### config.mk
export PLATFORM = sky130hd
export DESIGN_NAME = axi_read_decoder
export DESIGN_NICKNAME = d
export VERILOG_FILES = /design/src/rtl/axi_pkg.sv /design/src/rtl/axi_addr_decode.sv /design/src/rtl/axi_read_decoder.sv
export SDC_FILE = /design/constraint.sdc
export NUM_CORES = 1
export LEC_CHECK = 0
export ABC_CLOCK_PERIOD_IN_PS = 3150
export BUFFER_PORTS_ARGS = -buffer_cell sky130_fd_sc_hd__buf_2
export CORE_MARGIN = 4
export CORE_UTILIZATION = 45
export CTS_CLUSTER_DIAMETER = 100
export CTS_CLUSTER_SIZE = 12
export DETAILED_ROUTE_END_ITERATION = 12
export GPL_ROUTABILITY_DRIVEN = 0
export PLACE_DENSITY = 0.87
export SLEW_MARGIN = 25
export SYNTH_ARGS = -nofsm -noshare
export SYNTH_HDL_FRONTEND = slang
export SYNTH_SLANG_ARGS = --single-unit
### constraint.sdc
create_clock -name ACLK -period 3.15 [get_ports ACLK]
set_clock_uncertainty 0.1 [all_clocks]
set_input_delay 0.315 -clock ACLK [delete_from_list [all_inputs] [get_ports ACLK]]
set_output_delay 0.315 -clock ACLK [all_outputs]
set_load 0.005 [all_outputs]
### src/rtl/axi_pkg.sv
// ---------------------------------------------------------------------------
// axi_pkg
//   Shared definitions for the AXI read/write decoders:
//   - RRESP/BRESP codes used by the decoders
//   - slave-select enum produced by the address decoder
//   - read-decoder FSM state enum
//   - default address map (two 64 KiB regions)
// ---------------------------------------------------------------------------
package axi_pkg;

    localparam logic [1:0] RESP_OKAY   = 2'b00;
    localparam logic [1:0] RESP_DECERR = 2'b11;

    typedef enum logic [1:0] {
        SEL_S0,
        SEL_S1,
        SEL_DEFAULT
    } sel_e;

    typedef enum logic [1:0] {
        ST_IDLE,
        ST_ADDR,
        ST_DATA,
        ST_DERR
    } rd_state_e;

    localparam logic [31:0] S0_BASE_DEF = 32'h0000_0000;
    localparam logic [31:0] S1_BASE_DEF = 32'h0001_0000;
    localparam logic [31:0] REGION_SIZE = 32'h0001_0000;
    localparam logic [31:0] REGION_MASK = REGION_SIZE - 32'd1;

endpackage

### src/rtl/axi_addr_decode.sv
// ---------------------------------------------------------------------------
// axi_addr_decode
//   Pure combinational address decoder: maps an address onto one of two
//   64 KiB slave regions or onto the internal default (DECERR) slave.
//   Shared by the read- and write-path decoders.
// Ports:
//   addr  in   ADDR_W  address to decode
//   sel   out  sel_e   SEL_S0 / SEL_S1 / SEL_DEFAULT
// ---------------------------------------------------------------------------
module axi_addr_decode
    import axi_pkg::*;
#(
    parameter int                ADDR_W  = 32,
    parameter logic [ADDR_W-1:0] S0_BASE = ADDR_W'(S0_BASE_DEF),
    parameter logic [ADDR_W-1:0] S1_BASE = ADDR_W'(S1_BASE_DEF)
) (
    input  logic [ADDR_W-1:0] addr,
    output sel_e              sel
);

    localparam logic [ADDR_W-1:0] MASK = ADDR_W'(REGION_MASK);

    // Offset form avoids computing base+size, which could wrap for a region
    // placed at the very top of the address space.
    function automatic logic in_region(input logic [ADDR_W-1:0] a,
                                       input logic [ADDR_W-1:0] base);
        return (a >= base) && ((a - base) <= MASK);
    endfunction

    always_comb begin
        sel = SEL_DEFAULT;
        if (in_region(addr, S0_BASE)) begin
            sel = SEL_S0;
        end else if (in_region(addr, S1_BASE)) begin
            sel = SEL_S1;
        end
    end

endmodule

### src/rtl/axi_read_decoder.sv
// ---------------------------------------------------------------------------
// axi_read_decoder
//   One-master to two-slave AXI read-path decoder with an internal default
//   slave. One outstanding read at a time.
//   IDLE : accept AR from the master, latch payload, decode address.
//   ADDR : present registered AR to the selected slave until it is accepted.
//   DATA : combinational R pass-through from the selected slave until RLAST.
//   DERR : unmapped address; generate ARLEN+1 DECERR beats internally.
// Ports:
//   ACLK, ARESETn                        clock, async active-low reset
//   ARID_M/ARADDR_M/ARLEN_M/ARVALID_M    master AR in,  ARREADY_M out
//   RID_M/RDATA_M/RRESP_M/RLAST_M/RVALID_M  master R out, RREADY_M in
//   ARID_S/ARADDR_S/ARLEN_S              registered AR payload to both slaves
//   ARVALID_S0/1 out, ARREADY_S0/1 in    per-slave AR handshake
//   RID/RDATA/RRESP/RLAST/RVALID_S0/1 in, RREADY_S0/1 out  per-slave R
// ---------------------------------------------------------------------------
module axi_read_decoder
    import axi_pkg::*;
#(
    parameter int                ID_W    = 8,
    parameter int                ADDR_W  = 32,
    parameter int                DATA_W  = 32,
    parameter logic [ADDR_W-1:0] S0_BASE = ADDR_W'(S0_BASE_DEF),
    parameter logic [ADDR_W-1:0] S1_BASE = ADDR_W'(S1_BASE_DEF)
) (
    input  logic              ACLK,
    input  logic              ARESETn,
    // master AR
    input  logic [ID_W-1:0]   ARID_M,
    input  logic [ADDR_W-1:0] ARADDR_M,
    input  logic [7:0]        ARLEN_M,
    input  logic              ARVALID_M,
    output logic              ARREADY_M,
    // master R
    output logic [ID_W-1:0]   RID_M,
    output logic [DATA_W-1:0] RDATA_M,
    output logic [1:0]        RRESP_M,
    output logic              RLAST_M,
    output logic              RVALID_M,
    input  logic              RREADY_M,
    // slave AR (payload shared)
    output logic [ID_W-1:0]   ARID_S,
    output logic [ADDR_W-1:0] ARADDR_S,
    output logic [7:0]        ARLEN_S,
    output logic              ARVALID_S0,
    input  logic              ARREADY_S0,
    output logic              ARVALID_S1,
    input  logic              ARREADY_S1,
    // slave 0 R
    input  logic [ID_W-1:0]   RID_S0,
    input  logic [DATA_W-1:0] RDATA_S0,
    input  logic [1:0]        RRESP_S0,
    input  logic              RLAST_S0,
    input  logic              RVALID_S0,
    output logic              RREADY_S0,
    // slave 1 R
    input  logic [ID_W-1:0]   RID_S1,
    input  logic [DATA_W-1:0] RDATA_S1,
    input  logic [1:0]        RRESP_S1,
    input  logic              RLAST_S1,
    input  logic              RVALID_S1,
    output logic              RREADY_S1
);

    rd_state_e         state_reg, state_next;
    sel_e              sel_reg;
    sel_e              dec_sel;
    logic [ID_W-1:0]   id_reg;
    logic [ADDR_W-1:0] addr_reg;
    logic [7:0]        len_reg;
    logic [7:0]        cnt_reg;   // DECERR beats still to send after the current one
    logic              ar_accept;
    logic              derr_hs;

    axi_addr_decode #(
        .ADDR_W  (ADDR_W),
        .S0_BASE (S0_BASE),
        .S1_BASE (S1_BASE)
    ) u_addr_decode (
        .addr (ARADDR_M),
        .sel  (dec_sel)
    );

    assign ar_accept = (state_reg == ST_IDLE) && ARVALID_M;
    assign derr_hs   = (state_reg == ST_DERR) && RREADY_M;

    assign ARID_S   = id_reg;
    assign ARADDR_S = addr_reg;
    assign ARLEN_S  = len_reg;

    always_ff @(posedge ACLK or negedge ARESETn) begin
        if (!ARESETn) begin
            state_reg <= ST_IDLE;
            sel_reg   <= SEL_S0;
            id_reg    <= '0;
            addr_reg  <= '0;
            len_reg   <= '0;
            cnt_reg   <= '0;
        end else begin
            state_reg <= state_next;
            if (ar_accept) begin
                id_reg   <= ARID_M;
                addr_reg <= ARADDR_M;
                len_reg  <= ARLEN_M;
                sel_reg  <= dec_sel;
                // Counting down from ARLEN to 0 gives ARLEN+1 beats in 8 bits,
                // so a 256-beat burst needs no wider counter.
                cnt_reg  <= ARLEN_M;
            end else if (derr_hs && (cnt_reg != 8'd0)) begin
                cnt_reg <= cnt_reg - 8'd1;
            end
        end
    end

    always_comb begin
        state_next = state_reg;
        ARREADY_M  = 1'b0;
        ARVALID_S0 = 1'b0;
        ARVALID_S1 = 1'b0;
        RREADY_S0  = 1'b0;
        RREADY_S1  = 1'b0;
        RVALID_M   = 1'b0;
        RID_M      = '0;
        RDATA_M    = '0;
        RRESP_M    = RESP_OKAY;
        RLAST_M    = 1'b0;

        case (state_reg)
            ST_IDLE: begin
                ARREADY_M = 1'b1;
                if (ARVALID_M) begin
                    state_next = (dec_sel == SEL_DEFAULT) ? ST_DERR : ST_ADDR;
                end
            end

            ST_ADDR: begin
                if (sel_reg == SEL_S1) begin
                    ARVALID_S1 = 1'b1;
                    if (ARREADY_S1) state_next = ST_DATA;
                end else begin
                    ARVALID_S0 = 1'b1;
                    if (ARREADY_S0) state_next = ST_DATA;
                end
            end

            ST_DATA: begin
                // The non-selected slave's R channel is ignored entirely and
                // its RREADY stays low.
                if (sel_reg == SEL_S1) begin
                    RVALID_M  = RVALID_S1;
                    RID_M     = RID_S1;
                    RDATA_M   = RDATA_S1;
                    RRESP_M   = RRESP_S1;
                    RLAST_M   = RLAST_S1;
                    RREADY_S1 = RREADY_M;
                end else begin
                    RVALID_M  = RVALID_S0;
                    RID_M     = RID_S0;
                    RDATA_M   = RDATA_S0;
                    RRESP_M   = RRESP_S0;
                    RLAST_M   = RLAST_S0;
                    RREADY_S0 = RREADY_M;
                end
                if (RVALID_M && RREADY_M && RLAST_M) begin
                    state_next = ST_IDLE;
                end
            end

            ST_DERR: begin
                RVALID_M = 1'b1;
                RID_M    = id_reg;
                RRESP_M  = RESP_DECERR;
                RLAST_M  = (cnt_reg == 8'd0);
                if (RREADY_M && (cnt_reg == 8'd0)) begin
                    state_next = ST_IDLE;
                end
            end

            default: state_next = ST_IDLE;
        endcase
    end

endmodule

Word level (Yosys, flattened, before mapping)
Cells that the tools add are included.
{"block": "word_totals", "word_cells": 68, "reg_bits": 60}
{"block": "classes", "n_lt_le_gt_ge": 4, "muxes": 33, "n_eq_ne": 10, "n_reduce_logical": 13, "add_sub_neg": 2}
{"cell": "32-bit by 16-bit <= comparator with 1-bit output (second input constant)", "n": 2}
{"cell": "32-bit two-way mux", "n": 2}
{"cell": "32-bit by 1-bit greater-or-equal comparator with 1-bit output (second input constant)", "n": 1}
{"cell": "32-bit by 17-bit greater-or-equal comparator with 1-bit output (second input constant)", "n": 1}
{"cell": "32-bit by 17-bit subtractor with 32-bit output (second input constant)", "n": 1}
{"cell": "8-bit two-way mux", "n": 3}
{"cell": "2-bit two-way mux", "n": 10}
{"cell": "8-bit one-hot mux with 2 select lines", "n": 1}
{"cell": "1-bit two-way mux", "n": 13}
{"cell": "1-bit logical AND", "n": 8}
{"cell": "8-bit zero test", "n": 1}
{"cell": "2-bit one-hot mux with 4 select lines", "n": 1}
{"cell": "8-bit nonzero test", "n": 1}
{"cell": "8-bit by 1-bit subtractor with 8-bit output (second input constant)", "n": 1}
{"cell": "2-bit == test (second input constant)", "n": 3}
{"cell": "3-bit != test (second input constant)", "n": 2}
{"cell": "5-bit AND reduction", "n": 1}
{"cell": "2-bit by 1-bit == test with 1-bit output (second input constant)", "n": 2}
{"cell": "2-bit != test (second input constant)", "n": 2}
{"cell": "1-bit one-hot mux with 2 select lines", "n": 2}
{"cell": "2-bit one-hot mux with 2 select lines", "n": 1}
{"cell": "2-bit zero test", "n": 1}
{"cell": "2-bit by 1-bit != test with 1-bit output (second input constant)", "n": 1}
{"cell": "2-bit nonzero test", "n": 1}

Logic depth before layout (Yosys ltp)
{"block": "logic_depth", "word_depth": 9, "depth_mapped": 6}

Hierarchy
A second synthesis with hierarchy kept.
{"block": "unflattened", "cells_unflattened": 453, "hier_area_um2": 3320.7}
{"module": "axi_read_decoder", "instances": 1, "area_each_um2": 3254.4, "seq_area_each_um2": 1501.4, "cells_per_inst": 446}
{"module": "axi_addr_decode", "instances": 1, "area_each_um2": 66.3, "seq_area_each_um2": 0.0, "cells_per_inst": 7}

Least setup slack after synthesis
Ideal clock, no wire load.
{"block": "synth_timing", "path_kind": "register to register", "from": "reg cnt_reg[0]", "to": "reg state_reg[1]", "synth_period_minus_slack_ps": 1727, "n_path_buf": 0, "arrival_time_ps": 1489, "path_stages_with_launch": 6, "path_slack_ps": 1423, "cell_sequence": "dfrtp_1 inv_1 ha_1 nor4b_4 a31oi_1 or4_1"}
{"block": "synth_between", "elab_chain_cells": 4}
{"element": "from (decl)", "line_no": "axi_read_decoder.sv:71", "rtl": "logic [7:0] cnt_reg;"}
{"element": "from (signal assigned)", "line_no": "axi_read_decoder.sv:110", "rtl": "cnt_reg <= cnt_reg - 8'd1;"}
{"element": "8-bit zero test", "line_no": "axi_read_decoder.sv:174", "rtl": "if (RREADY_M && (cnt_reg == 8'd0)) begin"}
{"element": "1-bit logical AND", "line_no": "axi_read_decoder.sv:174"}
{"element": "2-bit by 1-bit != test with 1-bit output (no line)"}
{"element": "5-bit AND reduction (no line)"}
{"element": "to (signal assigned)", "line_no": "axi_read_decoder.sv:100", "rtl": "state_reg <= state_next;"}
{"element": "to (decl)", "line_no": "axi_read_decoder.sv:65", "rtl": "rd_state_e state_reg, state_next;"}
Every way passes these cells.
A chain may end at the register's enable or synchronous reset.

Worst setup path in the final report
{"block": "layout_timing", "from": "reg sel_reg[0]", "to": "out RDATA_M[22]"}
{"block": "layout_between", "elab_chain_cells": 3}
{"element": "from (decl)", "line_no": "axi_read_decoder.sv:66", "rtl": "sel_e sel_reg;"}
{"element": "from (signal assigned)", "line_no": "axi_read_decoder.sv:105", "rtl": "sel_reg <= dec_sel;"}
{"element": "2-bit by 1-bit == test with 1-bit output", "line_no": "axi_read_decoder.sv:149", "rtl": "if (sel_reg == SEL_S1) begin"}
{"element": "32-bit two-way mux", "line_no": "axi_read_decoder.sv:149"}
{"element": "32-bit two-way mux", "line_no": "axi_read_decoder.sv:128", "rtl": "case (state_reg)"}
{"element": "to (decl)", "line_no": "axi_read_decoder.sv:36", "rtl": "output logic [DATA_W-1:0] RDATA_M,"}
Every way passes these cells.

==> flow_summary_export.csv <==
group,metric,value,unit
logic_synthesis,synth.most_common_cell,"nand2_1",
drt,routed_wl,11100,um
drt,ant_nets,0,
logic_synthesis,synth_edf_count,0,
logic_synthesis,yosysWarnings,0,
die,rows,31,
final_layout,area_growth,43.1,%
logic_synthesis,synthTopCellsByCount,"nand2_1, dfrtp_1, a21oi_1, nor2_1, o21ai_0",
timing,setup_slack,0.727,ns
logic_synthesis,syn_area,3370,um2
placement,pre_cts_ws,1.08,ns
grt,grt_pass1_vias,3684,
die,core-area,7250,um2
placement,place_area,4610,um2
setup_path,critPathLaunchType,"flop",
timing,slew_violations,0,
drt,drc,0,
power_and_ir_drop,ir_drop,698,uV
timing,rsz0062_at_grt,"false",
cts,cts_tree,"yes",
cts,cts_buffers,9,
outcome,outcome,"complete, no violations",
final_layout,drive_above_1_share,39.2,%
drt,drtPass1Iterations,4,
final_layout,fillCellCount,616,
timing,hold_viol,0,
cts,cts.sinks,60,
final_layout,fin_area,4820,um2
final_layout,fin_nets,825,
placement,portBuffers,238,
setup_path,crit_fanout,29,
logic_synthesis,syn_nets,599,
timing,tns,0,ns
setup_path,cpPeakStageDelay,0.50,ns
cts,clkTransAtPathRegs,0.07,ns
power_and_ir_drop,power_frac_comb,45.5,%
setup_path,crit_chain,"nor2b_4 -> buf_4 -> nand2_1 -> a21oi_1 -> buf_2",
drt,viasPerCell,4.89,
placement,dp_hpwl,8560,um
worst_hold_path,hp-class,"in2reg",
grt,grtUsageMet2,42.4,%
logic_synthesis,ys_seq_elements,60,
cts,post_cts_resized,0,
setup_path,r2r_cells,4,
grt,grt_pass1_wl,16900,um
logic_synthesis,synth_ff_type,"dfrtp_1",
timing,whs,0.0703,ns
timing,max_clock_freq,0.413,GHz
power_and_ir_drop,internal-power,2.27,mW
die,chipWidth,94.5,um
setup_path,arrival,2.01,ns
logic_synthesis,yosysTopAreaCell,"dfrtp_1",
power_and_ir_drop,swShare,39.9,%
final_layout,fin_util,66.4,%
cts,clockBufferDepth,2,
setup_path,crit_type,"reg2out",
logic_synthesis,synth_top_cells_by_area,"dfrtp_1, nand2_1, a21oi_1, mux2i_1, nor2_1",
setup_path,cp.required,2.73,ns
drt,drtIter0Drc,111,
worst_hold_path,hold_depth,3,
grt,grtUsageTotal,23.9,%
grt,grtUsageMet3,7.41,%
drt,vias,3840,
grt,grt_max_degree,61,
timing,post-route-min-period,2.42,ns
final_layout,largest_reg_flops,32,
grt,grt.busiest_layer,"met2",
die,io-pin-count,239,
power_and_ir_drop,power_switching,1.51,mW
logic_synthesis,async_flop_share,100,%
grt,antenna_found_initial,0,
cts,htree_levels,3,
power_and_ir_drop,p_clk_share,18.1,%
logic_synthesis,synthCells,456,
die,start_util,46.4,%
die,die-area,8930,um2
cts,cts_setup_buffers,0,
setup_path,slowest_stage,"nor2b_4",
final_layout,antenna_cells,0,
timing,maxSlewHeadroom,52.3,%
die,die_h,94.5,um
timing,setup_viol,0,
power_and_ir_drop,seqPwrFrac,36.4,%
timing,tightestPinTransition,0.716,ns
cts,clkLatencyLatePin,0.33,ns
cts,root_buffer,"clkbuf_8",
setup_path,crit_family,"simple AND/OR/NAND/NOR gates",
logic_synthesis,yosysUniqueCellTypes,40,
worst_hold_path,hp-start,"ARADDR_M[15]",
logic_synthesis,yosysSeqAreaShare,44.6,%
logic_synthesis,synth_area_per_cell,7.38,um2
setup_path,r2r-start,"sel_reg[1]",
flow_run,cap_viol_max_count,0,
setup_path,cp.buffers_inverters,2,
drt,wire_per_inst,14.2,um
grt,grt-ovfl-total,0,
power_and_ir_drop,power.density,785,nW/um2
setup_path,startpoint,"sel_reg[0]",
timing,period_share,76.9,%
setup_path,cp.depth,5,
logic_synthesis,yosys.area.top_type_share,44.6,%
setup_path,end_kind,"primary output",
grt,use_met1,27.4,%
power_and_ir_drop,p_leak,2.78,nW
==> per-stage QoR <==
stage | cells | power (mW)
6_report | 786 | 3.78
5_1_grt | 786 | 4.11
4_1_cts | 786 | 3.81
3_5_place_dp | 769 | 3.11
3_3_place_gp | 769 | 3.03
2_1_floorplan | 456 | 2.29
==> placed cells by master, fill, tap and decap left out, types with 2 or more instances in the layout <==
cell / count
buf_2: 237
nand2_1: 227
dfrtp_1: 60
a21oi_1: 35
nor2_1: 21
o21ai_0: 14
mux2i_1: 12
and2_1: 9
clkbuf_8: 9
buf_4: 7
nor3_1: 4
nand3_1: 4
nand2b_1: 3
o21a_1: 3
a31oi_1: 3
inv_1: 2
nand3b_1: 2
nor4_1: 2
a21o_1: 2
clkinvlp_4: 2
clkinv_4: 2
==> worst reg2reg max path, delay by kind of cell (launching register included) <==
| family | cells | cell delay, ns |
|---|---|---|
| and+or+nand+nor | 2 | 0.94 |
| DFF | 1 | 0.41 |
| muxes | 1 | 0.34 |
| AOI/OAI and AO/OA | 1 | 0.09 |
==> logic make-up (layout without fill, tap and decap cells) <==
family | Yosys count | count (layout) | synth area share, %
buffers and inverters | 32 | 263 | 4.39
xor gates and xnor gates | 1 | 1 | 0.260
muxes | 13 | 13 | 4.24
and+or+nand+nor | 285 | 285 | 35.5
AOI/OAI and AO/OA | 64 | 64 | 10.6
adders and majority gates | 1 | 1 | 0.372
DFF | 60 | 60 | 44.6
==> power by group through the flow <==
stage                     clock (mW)  sequential [mW]  combinational (mW)
after detailed placement           0             1.37                1.74
after floorplan                    0             1.37               0.912
final                          0.686             1.38                1.72
after CTS                      0.703             1.37                1.74
after global routing           0.740             1.42                1.95
after global placement             0             1.36                1.68
==> metal layers <==
metal  vias up  wire length [um]
met4         0               178
met2       160              5590
met3        16              1070
li1       1918                 -
met5         -                 0
met1      1746              4300
==> repair_timing <==
action / CTS / global route
hold buffers: 1 / 0
endpoints found under the hold margin: 52 / 0
endpoints found under the setup margin: 0 / 0
==> cell type report <==
| cell class | instances | area, um2 | area share [%] |
|---|---|---|---|
| multi-input combinational | 364 | 1730 | 36.0 |
| sequential | 60 | 1500 | 31.2 |
| timing repair buffer | 245 | 1250 | 25.9 |
| clock buffer | 9 | 124 | 2.57 |
| tap | 99 | 124 | 2.57 |
| clock inverter | 7 | 76.3 | 1.58 |
| inverter | 2 | 7.51 | 0.156 |
==> worst paths after layout <==
path	endpoint	slack, ns
setup / recovery	RDATA_M[22]	0.73
hold / removal	ARADDR_S[15]	0.07
setup reg to reg	state_reg[1]	1.15
hold reg to reg	ARLEN_S[2]	0.37
max in group asynchronous	cnt_reg[2]	1.91
min in group asynchronous	ARADDR_S[2]	0.44
Note: power is estimated with default switching activity, not from simulation.
